### src/rtl/tdc_sequencer.sv
// Burst sequencer for a TDC core: arms, waits for a measurement or timeout, emits results.
// Optional min/max burst statistics are built only when TDC_SEQ_STATS_EN is defined.
module tdc_sequencer #(
  parameter int TIMEOUT_W = 28,
  parameter int RST_HOLD  = 2
) (
  input  logic                 clk,
  input  logic                 rst,
  input  logic                 start,
  input  logic                 abort,
  input  logic [7:0]           burst_len,
  input  logic [TIMEOUT_W-1:0] timeout_cycles,
  output logic                 tdc_arm,
  output logic                 tdc_rst_n,
  input  logic [39:0]          tdc_meas,
  input  logic                 tdc_valid,
  input  logic [1:0]           tdc_state,
  output logic [39:0]          out_data,
  output logic                 out_timeout,
  output logic [7:0]           out_idx,
  output logic                 out_valid,
  input  logic                 out_ready,
  output logic                 busy,
  output logic                 done,
  output logic [39:0]          min_meas,
  output logic [39:0]          max_meas
);

  typedef enum logic [2:0] {IDLE, ARM, WAIT, EMIT, RECOVER, FIN} state_t;

  state_t               state, state_nxt;
  logic [7:0]           len_q;
  logic [7:0]           idx;
  logic [TIMEOUT_W-1:0] wait_cnt;
  logic [3:0]           rec_cnt;
  logic                 aborting;
  logic [39:0]          data_q;
  logic                 timeout_q;

  logic start_ok, capture, expire, xfer, last_idx, rec_last, abort_hit;

  assign abort_hit = abort && (state != IDLE);
  assign start_ok  = (state == IDLE) && start && (burst_len != 8'd0);
  // A valid strobe takes priority over an expiring counter in the same cycle.
  assign capture   = (state == WAIT) && tdc_valid && !abort;
  assign expire    = (state == WAIT) && !tdc_valid && !abort &&
                     (timeout_cycles != '0) && (wait_cnt == timeout_cycles);
  assign xfer      = (state == EMIT) && out_ready && !abort;
  assign last_idx  = (idx == len_q - 8'd1);
  assign rec_last  = (state == RECOVER) && (rec_cnt == 4'(RST_HOLD - 1));

  assign tdc_arm     = (state == ARM) && (tdc_state == 2'd0) && !abort;
  assign tdc_rst_n   = !rst && (state != RECOVER);
  assign out_valid   = (state == EMIT);
  assign out_data    = data_q;
  assign out_timeout = timeout_q;
  assign out_idx     = idx;
  assign busy        = (state != IDLE);
  assign done        = (state == FIN);

  always_comb begin
    state_nxt = state;
    case (state)
      IDLE:    if (start_ok) state_nxt = ARM;
      ARM:     if (tdc_state == 2'd0) state_nxt = WAIT;
      WAIT: begin
        if (tdc_valid)   state_nxt = EMIT;
        else if (expire) state_nxt = RECOVER;
      end
      EMIT:    if (out_ready) state_nxt = last_idx ? FIN : ARM;
      RECOVER: if (rec_last) state_nxt = aborting ? IDLE : EMIT;
      FIN:     state_nxt = IDLE;
      default: state_nxt = IDLE;
    endcase
    if (abort_hit) state_nxt = RECOVER;
  end

  always_ff @(posedge clk) begin
    if (rst) begin
      state     <= IDLE;
      len_q     <= 8'd0;
      idx       <= 8'd0;
      wait_cnt  <= '0;
      rec_cnt   <= 4'd0;
      aborting  <= 1'b0;
      data_q    <= 40'd0;
      timeout_q <= 1'b0;
    end else begin
      state    <= state_nxt;
      wait_cnt <= (state == WAIT) ? wait_cnt + TIMEOUT_W'(1) : '0;
      // An abort arriving during RECOVER restarts the reset hold.
      rec_cnt  <= ((state == RECOVER) && !abort) ? rec_cnt + 4'd1 : 4'd0;
      if (start_ok) begin
        len_q    <= burst_len;
        idx      <= 8'd0;
        aborting <= 1'b0;
      end
      if (xfer && !last_idx) idx <= idx + 8'd1;
      if (abort_hit) aborting <= 1'b1;
      if (capture) begin
        data_q    <= tdc_meas;
        timeout_q <= 1'b0;
      end else if (expire) begin
        data_q    <= 40'd0;
        timeout_q <= 1'b1;
      end
    end
  end

`ifdef TDC_SEQ_STATS_EN
  always_ff @(posedge clk) begin
    if (rst || start_ok) begin
      min_meas <= 40'hFF_FFFF_FFFF;
      max_meas <= 40'd0;
    end else if (capture) begin
      if (tdc_meas < min_meas) min_meas <= tdc_meas;
      if (tdc_meas > max_meas) max_meas <= tdc_meas;
    end
  end
`else
  assign min_meas = 40'd0;
  assign max_meas = 40'd0;
`endif

endmodule

### config.mk
export PLATFORM = sky130hd
export DESIGN_NAME = tdc_sequencer
export DESIGN_NICKNAME = d
export VERILOG_FILES = /design/src/rtl/tdc_sequencer.sv
export SDC_FILE = /design/constraint.sdc
export NUM_CORES = 1
export LEC_CHECK = 0
export BUFFER_PORTS_ARGS = -buffer_cell sky130_fd_sc_hd__buf_2
export CAP_MARGIN = 30
export CORE_ASPECT_RATIO = 1.1
export CORE_MARGIN = 2
export CORE_UTILIZATION = 29
export DETAILED_ROUTE_END_ITERATION = 12
export GPL_ROUTABILITY_DRIVEN = 0
export PLACE_DENSITY = 0.49
export SLEW_MARGIN = 5
export SYNTH_ARGS = -nofsm -noshare
export SYNTH_HDL_FRONTEND = slang
export SYNTH_SLANG_ARGS = --single-unit
### constraint.sdc
create_clock -name clk -period 2.43 [get_ports clk]
set_input_delay 0.729 -clock clk [delete_from_list [all_inputs] [get_ports clk]]
set_output_delay 0.729 -clock clk [all_outputs]
set_load 0.1 [all_outputs]
==> results by stage, run 1 <==
Run status:
- The run finished with clean final reports.

Route:
- The number of vias in the routed layout is roughly 4700.
- The count of unresolved DRC violations after routing is 0.
- The number of design-rule violations left by the first detailed-router iteration is 220.
- Dividing the detail-routed via count by the number of cells gives 4.50.
- The met3 layer wire length in the routed design is 665 µm.
- The remaining antenna violation count is 0.
- The detailed router used layers up to and including met4.
- The final routed wirelength across all metal layers is roughly 14000 µm.
- The mean routed wirelength per cell is approximately 14 µm.
- The wire length on met1 is 6360 µm.
- Wire segments on met2 add up to 6860 µm in the final route.
- The first detailed-routing pass ran for 4 iterations.

Timing:
- The slew at the pin with the worst max-slew slack is about 0.57 ns.
- The worst setup skew after layout is ~0.0078 ns.
- The count of final hold-check violations was 0.
- The number of setup violations in the final report is 0.
- The total count of max-transition violations in the final report is 0.
- The worst path in the final design needs a cycle of roughly 2.4 ns, including I/O delays and setup.
- The worst pin sits at a relative slew slack of around three fifths.
- Dividing the final minimum period by the clock period gives 98.4%.
- The maximum frequency from static timing analysis is around 420 MHz.
- The final critical-path setup slack is 0.0380 ns.
- Setup repair after global routing could not meet its margin everywhere.

Final layout:
- The relative area change from synthesis to final layout is 22.4%.
- The final net count is around 900.
- The fraction of final layout cells with drive strength greater than 1 is 25.2%.
- The diode insertion count for antenna repair is 0.
- The layout has 1957 filler cells.

Floorplan:
- The overall die height is 145 µm.
- The number of primary I/O pins is 218.
- The starting density of the core is 29.6%.
- The die area is 19200 µm².
- The core box area is roughly 18000 µm².
- The number of placement rows is 51.
- The width of the chip is 132 µm.

Pwr:
- The internal power of the cells totals roughly 2.9 mW.
- The total power divided by cell area is between 800 and 900 nW/µm².
- IR analysis of the VDD net gives a maximum drop of 0.348 mV.
- The net switching share of the total power is 43.5%.
- The final total power is 5.20 mW.
- The analysis attributes to cell leakage a power of ~2.8 nW.
- The switching power of the nets is 2.26 mW.
- The combinational fraction of design power is 39.1%.
- The clock network fraction of design power is 28.7%.
- Sequential cells account for 32.1% of the total power.

Synth:
- In the synthesized netlist the async set-or-reset flop fraction comes to 0%.
- Among all flip-flop cells after synthesis, the most frequent one is dfxtp_1.
- The synthesized design contains 93 register bits.
- Synthesis instantiated 54 different standard cells from the library.
- The cell count after synthesis came out at around 650.
- Yosys printed 0 warnings.
- A synthesized cell averages 8.05 µm².
- The synthesized design contains 0 enable-type register cells.
- After synthesis, flip-flops and latches occupy 35.4% of the total area.
- The cell area after synthesis is 5260 µm².

Clock network:
- The maximum number of buffers from clock root to sink is 2.
- TritonCTS built the clock tree.
- The clock reaches the later pin of the worst-skew pair after roughly 0.35 ns.
- Clock tree synthesis found a total of 93 sinks.
- The hold buffer count at CTS is 0.
- In this run the number of H-tree levels came out at 3.
- Buffers inserted during clock tree synthesis total 9.
- In this run the clock root is driven by a clkbuf_16.
- Clock-pin slew was measured on the worst setup and hold paths at 0.07 ns.

Setup path:
- The signal on the critical path passes through buf_6 > or4_4 > nor2_4 > buf_12.
- The critical path contains buffers and inverters numbering 2 combined.
- The origin of the worst setup path is state[1]$_SDFFE_PP0P_.
- For this run, the slowest stage of the critical path takes ~0.54 ns.
- STA classifies the critical path startpoint as a flip-flop.
- The class of the most critical setup path is reg -> out.
- STA puts the critical path data required time at 1.70 ns.
- The maximum fanout count along the critical path is 10.
- The data arrival time at the worst-slack endpoint is approximately 1.7 ns.
- The type of element capturing the critical path is an output port.
- The family with the most delay on the worst path is simple AND/OR/NAND/NOR gates.
- The launch point of the worst reg-to-reg path is len_q[2]$_SDFFE_PP0P_.
- The master of the slowest instance on the critical path is or4_4.

Job:
- Across the run, the number of max-cap violations was 0.

Global route:
- The first global-routing pass estimated roughly 23000 µm of wire.
- The via count of the first global-routing pass is around 4300.
- Global routing finished with a remaining overflow of 0.
- Entering global routing, the biggest net connects between 40 and 50 pins.
- The number of antenna violations at the first check in global routing is 0.
- The overall fraction of global-route tracks in use is between 10% and 20%.

Placement:
- Port buffering added 137 buffers.
- Before CTS, the worst setup slack after placement is -0.0560 ns.
- The HPWL after detailed placement is 10600 µm.

Hold path:
- In this run the worst hold path is classified as reg -> reg.
- The worst hold path begins at out_data[35]$_SDFFE_PP0P_.
## timing repair
item                       CTS  global route
setup buffers                0             2
resized for setup            0             3
hold endpoints to repair     0             0
pin swaps                    1             2
setup endpoints to repair    1             3
## power by group through the flow
stage	Combinational, mW	Clock, mW	Sequential (mW)
3_3_place_gp	2.03	0	1.70
6_report	2.04	1.49	1.67
4_1_cts	2.03	1.55	1.67
3_5_place_dp	2.02	0	1.71
5_1_grt	2.17	1.63	1.68
2_1_floorplan	1.49	0	1.92
## worst paths after layout
kind,cells after the start,to,slack [ns]
worst max-delay path,4,tdc_arm,0.04
worst min-delay path,2,out_data[35]$_SDFFE_PP0P_,0.46
worst max register to register,6,out_idx[3]$_SDFFE_PP0P_,0.13
worst min register to register,2,out_data[35]$_SDFFE_PP0P_,0.46
## sequential cells by signal, indices dropped and copies added (netlist names)
signal,cells
out_data,40
wait_cnt,28
len_q,8
out_idx,8
rec_cnt,4
state,3
aborting,1
out_timeout,1
## layer usage
layer | up-vias | global-route usage [%]
li1 | 2393 | -
met1 | 2143 | 18.6
met2 | 130 | 23.9
met3 | 23 | 2.52
met4 | 0 | 6.56
met5 | - | 0
## cells in the mapped netlist, drive strengths merged, types with 12 or more instances
library cell   n  area (µm²)
buf           94         677
dfxtp         93        1860
nand2         58         218
nand3         58         290
nor2          56         215
a21oi         52         264
xor2          47         412
nor4          24         150
clkbuf        17        63.8
nand4         15         109
xnor2         14         123
nor3          12        60.1
## cells in the final DEF, fill, tap and decap left out, types with 14 or more instances in the layout
cell type	n
nor2_1	52
buf_2	133
conb_1	80
nor4_1	24
buf_4	29
nand3_1	58
xor2_1	47
a21oi_1	51
xnor2_1	14
nand2_1	58
nand4_1	14
dfxtp_1	91
## kinds of logic after synthesis
family / synth area share [%]
flip-flops: 35.4
AND/OR/NAND/NOR: 25.8
multiplexers: 1.97
AO/OA/AOI/OAI: 10.4
adder cells (fa/ha/maj): 1.19
buffers and inverters: 15.0
XOR/XNOR: 10.2
other: 0.0713
## layout make-up
class | count | area (µm²) | share of cell area, %
clock inverter | 7 | 81.3 | 1.26
multi-input combinational | 517 | 2920 | 45.4
timing repair buffer | 169 | 1010 | 15.6
sequential | 93 | 1860 | 29.0
tap | 238 | 298 | 4.63
inverter | 10 | 37.5 | 0.583
clock buffer | 9 | 225 | 3.50
## worst reg2reg max path: stages, from the launching register on
cell	delay, ns
dfxtp_1	0.36
or4_1	0.56
or3_1	0.34
a21oi_2	0.21
mux2i_2	0.19
o21ai_1	0.36
o221ai_1	0.16
## per-stage QoR
stage / cell area [µm²] / cells / TNS (ns) / util, % / hold slack (ns)
global placement: 6100 / 1025 / -0.910 / 34.4 / 0.450
detailed placement: 6100 / 1025 / -1.94 / 34.4 / 0.455
finish: 6440 / 1043 / 0 / 36.3 / 0.464
floorplan: 5570 / 732 / -0.200 / - / 0.433
CTS: 6410 / 1041 / 0 / 36.1 / 0.465
global route: 6440 / 1043 / -0.0228 / 36.3 / 0.481
Note: power is estimated with default switching activity, not from simulation.
==> run 2: changes to the inputs <==
- clock period: 2.43 -> 2.5 ns (I/O delays scaled with it)
==> results by stage, run 2 (synthesized netlist as in run 1, its figures left out) <==
Run status:
- The run finished with clean final reports.

Timing:
- The final critical path takes up 96.8% of the cycle.
- The worst setup skew after layout is 0.00614 ns (-0.00162 ns).
- Setup repair after global routing left no endpoint under its margin.
- The total count of max-transition violations in the final report came to 0 (unchanged).
- The count of final hold-check violations is 0 (unchanged).
- The maximum frequency from static timing analysis is slightly above 400 MHz.
- The worst path needs 2.42 ns of the cycle, external delays included.
- The worst hold slack is 0.462 ns (-0.00213 ns).
- The worst slew margin relative to its limit came to 63.3% (+1.4 points).
- The slew at the pin with the worst max-slew slack was 0.540 ns (-0.0314 ns).
- The number of setup violations in the final report is 0 (unchanged).

Pwr:
- The clock network fraction of design power is 26.4% (-2.3 points).
- The sequential group share of total power is 33.6% (+1.5 points).
- The static leakage came to 2.69 nW (-2.8%).
- The final total power is 4.84 mW (-6.9%).
- The switching power of the nets is 2.09 mW (-7.6%).
- The net switching share of the total power was 43.2% (-0.36 points).
- The combinational fraction of design power is 40.0% (+0.9 points).
- The total power divided by cell area is 766 nW/µm² (-5.2%).
- The internal power consumption is 2.75 mW (-6.3%).
- The maximum ir drop on the vdd rail was 0.371 mV (+6.5%).

Route:
- The count of unresolved DRC violations after routing came to 0 (unchanged).
- The routed via count divided by cell count is 4.51 (+0.21%).
- The number of vias in the routed layout came to 4636 (-1.1%).
- The remaining antenna violation count is 0 (unchanged).
- The mean routed wirelength per cell came to 13.4 µm (-2.0%).
- The final routed wirelength across all metal layers is 13800 µm (-3.4%).
- The number of design-rule violations left by the first detailed-router iteration came to 182 (-17%).
- The number of iterations in the first detailed-routing pass is 4 (unchanged).

Clock network:
- The clock latency of the later-clocked register in the worst-skew pair is 0.35 ns (about the same).
- The number of H-tree levels is 3 (unchanged).
- The number of buffers inserted during clock tree synthesis is 9 (unchanged).
- The number of post-CTS setup repair buffers came to 0 (unchanged).
- TritonCTS built the clock tree.
- The number of clock sinks seen by CTS is 93 (unchanged).
- The master cell of the clock root buffer is clkbuf_16.
- The maximum number of buffers from clock root to sink is 2 (unchanged).
- The hold buffer count at CTS was 0 (unchanged).
- The clock transition at the registers of the reported paths is 0.06 ns (about the same).

Floorplan:
- The number of primary I/O pins is 218 (unchanged).
- The overall die height was 145 µm (unchanged).
- The core box area is 17700 µm² (unchanged).
- The starting density of the core is 29.6% (unchanged).
- The number of placement rows was 51 (unchanged).
- The die area was 19200 µm² (unchanged).
- The width of the chip is 132 µm (unchanged).

Final layout:
- The final core utilization is 35.7% (-0.63 points).
- The library cells used most frequently in the layout, excluding fill and tap cells, are buf_2 (134), dfxtp_1 (92), conb_1 (80), nand2_1 (58), nand3_1 (58).
- The non-filler instance count after layout was 1029 (-1.3%).
- The fraction of final layout cells with drive strength greater than 1 is 23.5% (-1.7 points).
- The filler cell count in the final layout is 1928 (-1.5%).
- The flip-flop count of the largest register after layout is 40 (unchanged).
- The most common cell after layout, fill and taps aside is buf_2.
- The area growth from synthesis to layout is 20.3%.
- The post-route cell area was 6320 µm² (-1.7%).
- The final net count was 876 (-1.5%).

Global route:
- The via count of the first global-routing pass is 4422 (+2.5%).
- The wire length of the first global-routing pass was 22600 µm (-0.36%).
- The number of antenna violations at the first check in global routing is 0 (unchanged).
- The total grt overflow is 0 (unchanged).
- The overall fraction of global-route tracks in use is 14.5% (-0.021 points).
- The maximum number of pins on one net before global-route repair is 68 (+62%).

Hold path:
- The type of the tightest min-delay check is reg -> reg.
- The worst hold path begins at out_data[7]$_SDFFE_PP0P_.

Setup path:
- The signal on the critical path passes through buf_2 > or4_4 > nor2_4 > buf_12.
- The count of buffer and inverter cells on the critical path is 2 (unchanged).
- The endpoint identified for the worst register-to-register timing path is out_idx[6]$_SDFFE_PP0P_.
- The logic depth of the worst register-to-register path is 6 (unchanged).
- The maximum fanout count along the critical path was 2 (-8).
- The data required time of the critical path is 1.75 ns (+0.05 ns).
- The register-to-register setup slack came to 0.24 ns (+0.11 ns).
- The worst setup path endpoint is tdc_arm.
- The type of element capturing the critical path is an output port.
- In this run the worst setup path begins at tdc_state[0].
- The data arrival time at the worst-slack endpoint was 1.67 ns (about the same).
- STA classifies the critical path startpoint as an input pin.
- The cell family contributing the most delay on the critical path is simple AND/OR/NAND/NOR gates.
- In this run the critical register-to-register path is launched from len_q[3]$_SDFFE_PP0P_.
- The delay of the slowest cell on the worst path is 0.52 ns (-0.02 ns).
- For this design, the slowest cell found on the critical path is or4_4.
- The class of the most critical setup path is in -> out.
- The logic depth of the worst path, buffers included is 4 (unchanged).

Placement:
- The number of instances in the placed design was 1014 (-1.1%).
- The half-perimeter wire length after detailed placement came to 10200 µm (-3.7%).
- The standard cell area after detailed placement came to 6050 µm² (-0.94%).
- The number of buffer cells added on primary ports came to 137 (unchanged).

Job:
- The count of max-cap constraint violations was 0 (unchanged).
-- run 2: worst min path at each step --
| stage | cells after the start | slack, ns | to |
|---|---|---|---|
| finish | 2 | 0.46 | out_data[7]$_SDFFE_PP0P_ |
| global placement | 2 | 0.45 | out_data[2]$_SDFFE_PP0P_ |
| floorplan | 1 | 0.43 | rec_cnt[0]$_SDFF_PP0_ |
| detailed placement | 2 | 0.46 | out_data[14]$_SDFFE_PP0P_ |
| global route | 2 | 0.49 | out_data[28]$_SDFFE_PP0P_ |
| CTS | 2 | 0.46 | out_data[20]$_SDFFE_PP0P_ |
-- run 2: power by group through the flow --
stage	logic (mW)	clock network (mW)	registers, mW
finish	1.94	1.28	1.63
global route	2.07	1.41	1.64
CTS	1.94	1.34	1.63
detailed placement	1.93	0	1.66
global placement	1.94	0	1.66
floorplan	1.45	0	1.87
-- run 2: worst register-to-register path, delay by kind of cell (launching register included) --
kind / cells / cell delay, ns
AND/OR/NAND/NOR: 2 / 0.87
flip-flops: 1 / 0.36
multiplexers: 1 / 0.19
AO/OA/AOI/OAI: 3 / 0.70
-- run 2: timing repair --
| action | CTS | global route |
|---|---|---|
| hold endpoints to repair | 0 | 0 |
| setup endpoints to repair | 0 | 2 |
| resized for setup | 0 | 3 |
-- run 2: layer usage --
metal	part of all wire, %	GRT usage [%]	vias to the layer above	routed length [µm]
li1	-	-	2371	-
met1	43	17.3	2117	5910
met2	50	25.3	129	6900
met3	5.2	3.70	19	717
met4	1.9	5.00	0	264
met5	0	0	-	0
-- run 2: layout make-up --
| cell class | count | area [µm²] | share of cell area [%] |
|---|---|---|---|
| antenna | 1 | 2.50 | 0.0396 |
| inverter | 10 | 37.5 | 0.593 |
| sequential | 93 | 1860 | 29.5 |
| clock buffer | 13 | 260 | 4.11 |
| multi-input combinational | 517 | 2930 | 46.3 |
| tap | 238 | 298 | 4.71 |
| timing repair buffer | 156 | 927 | 14.7 |
| clock inverter | 1 | 7.51 | 0.119 |
-- run 2: per-stage QoR --
| step | worst slack [ns] | setup TNS [ns] |
|---|---|---|
| floorplan | -0.0762 | -0.0762 |
| global placement | 0.0230 | 0 |
| detailed placement | 0.0372 | 0 |
| CTS | 0.0328 | 0 |
| global route | 0.0229 | 0 |
| finish | 0.0788 | 0 |
==> run 3: changes to the inputs <==
- RECOVER_POWER: unset -> 25
==> results by stage, run 3 (synthesized netlist as in run 1, its figures left out) <==
Run status:
- The run finished with clean final reports.

Setup path:
- The data arrival time at the worst-slack endpoint is 1.67 ns (about the same).
- The origin of the worst setup path is tdc_state[0].
- The end of the worst register-to-register path is out_idx[6]$_SDFFE_PP0P_.
- The register-to-register setup slack is 0.24 ns (about the same).
- The worst setup path is launched from an input pin.
- The maximum fanout count along the critical path is 2 (unchanged).
- The type of element capturing the critical path is an output port.
- The data required time of the critical path is 1.75 ns (about the same).
- The most critical setup path has its endpoint at tdc_arm.
- The critical path is of the in -> out type.
- The delay of the slowest cell on the worst path is 0.52 ns (about the same).
- The launch point of the worst reg-to-reg path is len_q[3]$_SDFFE_PP0P_.
- The logic depth of the worst register-to-register path is 6 (unchanged).
- The largest individual stage delay along the critical path comes from the cell or4_4.
- The critical path goes through buf_2 > or4_4 > nor2_4 > buf_12.

Global route:
- The overall fraction of global-route tracks in use is 14.5% (unchanged).
- The via count of the first global-routing pass was 4422 (unchanged).
- The wire length of the first global-routing pass is 22600 µm (unchanged).
- The number of antenna violations at the first check in global routing is 0 (unchanged).
- The maximum number of pins on one net before global-route repair was 68 (unchanged).
- The total grt overflow is 0 (unchanged).

Clock network:
- The clock transition at the registers of the reported paths is 0.06 ns (about the same).
- The hold buffer count at CTS is 0 (unchanged).
- The master cell of the clock root buffer is clkbuf_16.
- The number of clock sinks seen by CTS is 93 (unchanged).
- The number of H-tree levels is 3 (unchanged).
- TritonCTS built the clock tree.
- The maximum number of buffers from clock root to sink is 2 (unchanged).
- The number of buffers inserted during clock tree synthesis is 9 (unchanged).
- The clock latency of the later-clocked register in the worst-skew pair is 0.35 ns (about the same).

Job:
- The count of max-cap constraint violations is 0 (unchanged).

Final layout:
- The non-filler instance count after layout is 1029 (unchanged).
- In the layout the commonest cells are buf_2 (119), dfxtp_1 (92), conb_1 (80), nand2_1 (58), nand3_1 (58).
- Compared with the post-synthesis result, the final layout area differs by 20.0%.
- The fraction of final layout cells with drive strength greater than 1 came to 23.3% (-0.25 points).
- The flip-flop count of the largest register after layout is 40 (unchanged).
- The library cell used most frequently in the layout, excluding fill and tap cells, is buf_2.
- The final net count came to 876 (unchanged).
- The filler cell count in the final layout is 1931 (+0.16%).

Route:
- The mean routed wirelength per cell is 13.4 µm (+0.10%).
- The final routed wirelength across all metal layers was 13800 µm (+0.10%).
- The remaining antenna violation count was 0 (unchanged).
- The number of design-rule violations left by the first detailed-router iteration was 178 (-2.2%).
- The number of iterations in the first detailed-routing pass is 4 (unchanged).
- The met3 layer wire length in the routed design is 712 µm (-0.70%).
- The routed via count divided by cell count came to 4.52 (+0.37%).
- The number of vias in the routed layout was 4653 (+0.37%).
- The detailed route wirelength on metal2 is 6870 µm (-0.36%).
- The wire length on met1 is 5950 µm (+0.73%).
- The count of unresolved DRC violations after routing is 0 (unchanged).
- The topmost layer with routed signal wires is met4.

Pwr:
- The total power divided by cell area is 768 nW/µm² (+0.21%).
- The maximum ir drop on the vdd rail is 0.371 mV (about the same).
- The final total power is 4.84 mW (about the same).
- The static leakage is 2.67 nW (-0.78%).

Floorplan:
- The starting density of the core is 29.6% (unchanged).
- The overall die height is 145 µm (unchanged).
- The core box area is 17700 µm² (unchanged).
- The number of placement rows came to 51 (unchanged).
- The number of primary I/O pins was 218 (unchanged).
- The die area was 19200 µm² (unchanged).
- The width of the chip is 132 µm (unchanged).

Timing:
- Setup repair after global routing left no endpoint under its margin.
- The fraction of the cycle the final worst path needs was 96.8% (unchanged).
- The slew at the pin with the worst max-slew slack is 0.933 ns (+0.393 ns).
- The post-route minimum period is 2.42 ns (unchanged).
- The total count of max-transition violations in the final report is 0 (unchanged).
- The number of setup violations in the final report is 0 (unchanged).
- The maximum frequency from static timing analysis is 413 MHz (unchanged).
- The worst setup skew after layout is 0.00642 ns (+0.000279 ns).
- The count of final hold-check violations came to 0 (unchanged).
- The worst slew margin relative to its limit is 37.8% (-25 points).

Placement:
- The half-perimeter wire length after detailed placement is 10200 µm (unchanged).
- The number of buffer cells added on primary ports came to 137 (unchanged).
- The number of instances in the placed design is 1014 (unchanged).

Hold path:
- The type of the tightest min-delay check is reg -> reg.
==> run 3: cell types whose count changed in the layout (fill, tap and decap cells not counted) <==
cell      before  now
clkbuf_1       2    3
clkbuf_2       0   14
buf_12         7    6
or2_1          0    1
clkbuf_4       0    1
or2_2          4    3
buf_2        134  119
==> run 3: area by class of cell <==
class	instances	area (µm²)	area share (%)
inverter	10	37.5	0.595
sequential	93	1860	29.5
multi-input combinational	517	2930	46.4
clock inverter	1	7.51	0.119
antenna	1	2.50	0.0397
tap	238	298	4.72
timing repair buffer	156	913	14.5
clock buffer	13	260	4.12
==> run 3: what timing repair did <==
item,CTS,global route
buffers inserted,0,0
resized for setup,0,3
endpoints found under the setup margin,0,2
hold endpoints to repair,0,0
==> run 3: critical path, delay by kind of cell <==
kind | cells | cell delay, ns
buf+inv | 2 | 0.29
simple gates | 2 | 0.64
==> run 3: how the worst min path moves through the flow <==
stage,depth (start not counted),to,start,slack (ns)
global placement,2,out_data[2]$_SDFFE_PP0P_,out_data[2]$_SDFFE_PP0P_,0.45
finish,2,out_data[20]$_SDFFE_PP0P_,out_data[20]$_SDFFE_PP0P_,0.46
floorplan,1,rec_cnt[0]$_SDFF_PP0_,rec_cnt[0]$_SDFF_PP0_,0.43
detailed placement,2,out_data[14]$_SDFFE_PP0P_,out_data[14]$_SDFFE_PP0P_,0.46
global route,2,out_data[28]$_SDFFE_PP0P_,out_data[28]$_SDFFE_PP0P_,0.49
CTS,2,out_data[20]$_SDFFE_PP0P_,out_data[20]$_SDFFE_PP0P_,0.46
==> run 3: stage by stage <==
step	utilization, %	TNS [ns]	cell area (µm²)	setup slack [ns]	hold WS (ns)
after floorplan	-	-0.0762	5570	-0.0762	0.433
after global placement	34.1	0	6050	0.0230	0.449
after detailed placement	34.1	0	6050	0.0372	0.456
after CTS	35.6	0	6310	0.0328	0.465
after global routing	35.6	0	6310	0.0163	0.487
final	35.6	0	6310	0.0788	0.461
==> run 3: power by group <==
| part | internal [mW] | switching (mW) |
|---|---|---|
| combinational | 0.465 | 1.47 |
| sequential | 1.57 | 0.0619 |
| clock | 0.719 | 0.563 |
| total | 2.75 | 2.09 |
==> run 3: layer usage <==
layer	global-route usage [%]	up-vias
li1	-	2374
met5	0	-
met1	17.3	2131
met4	5.00	0
met2	25.3	129
met3	3.70	19
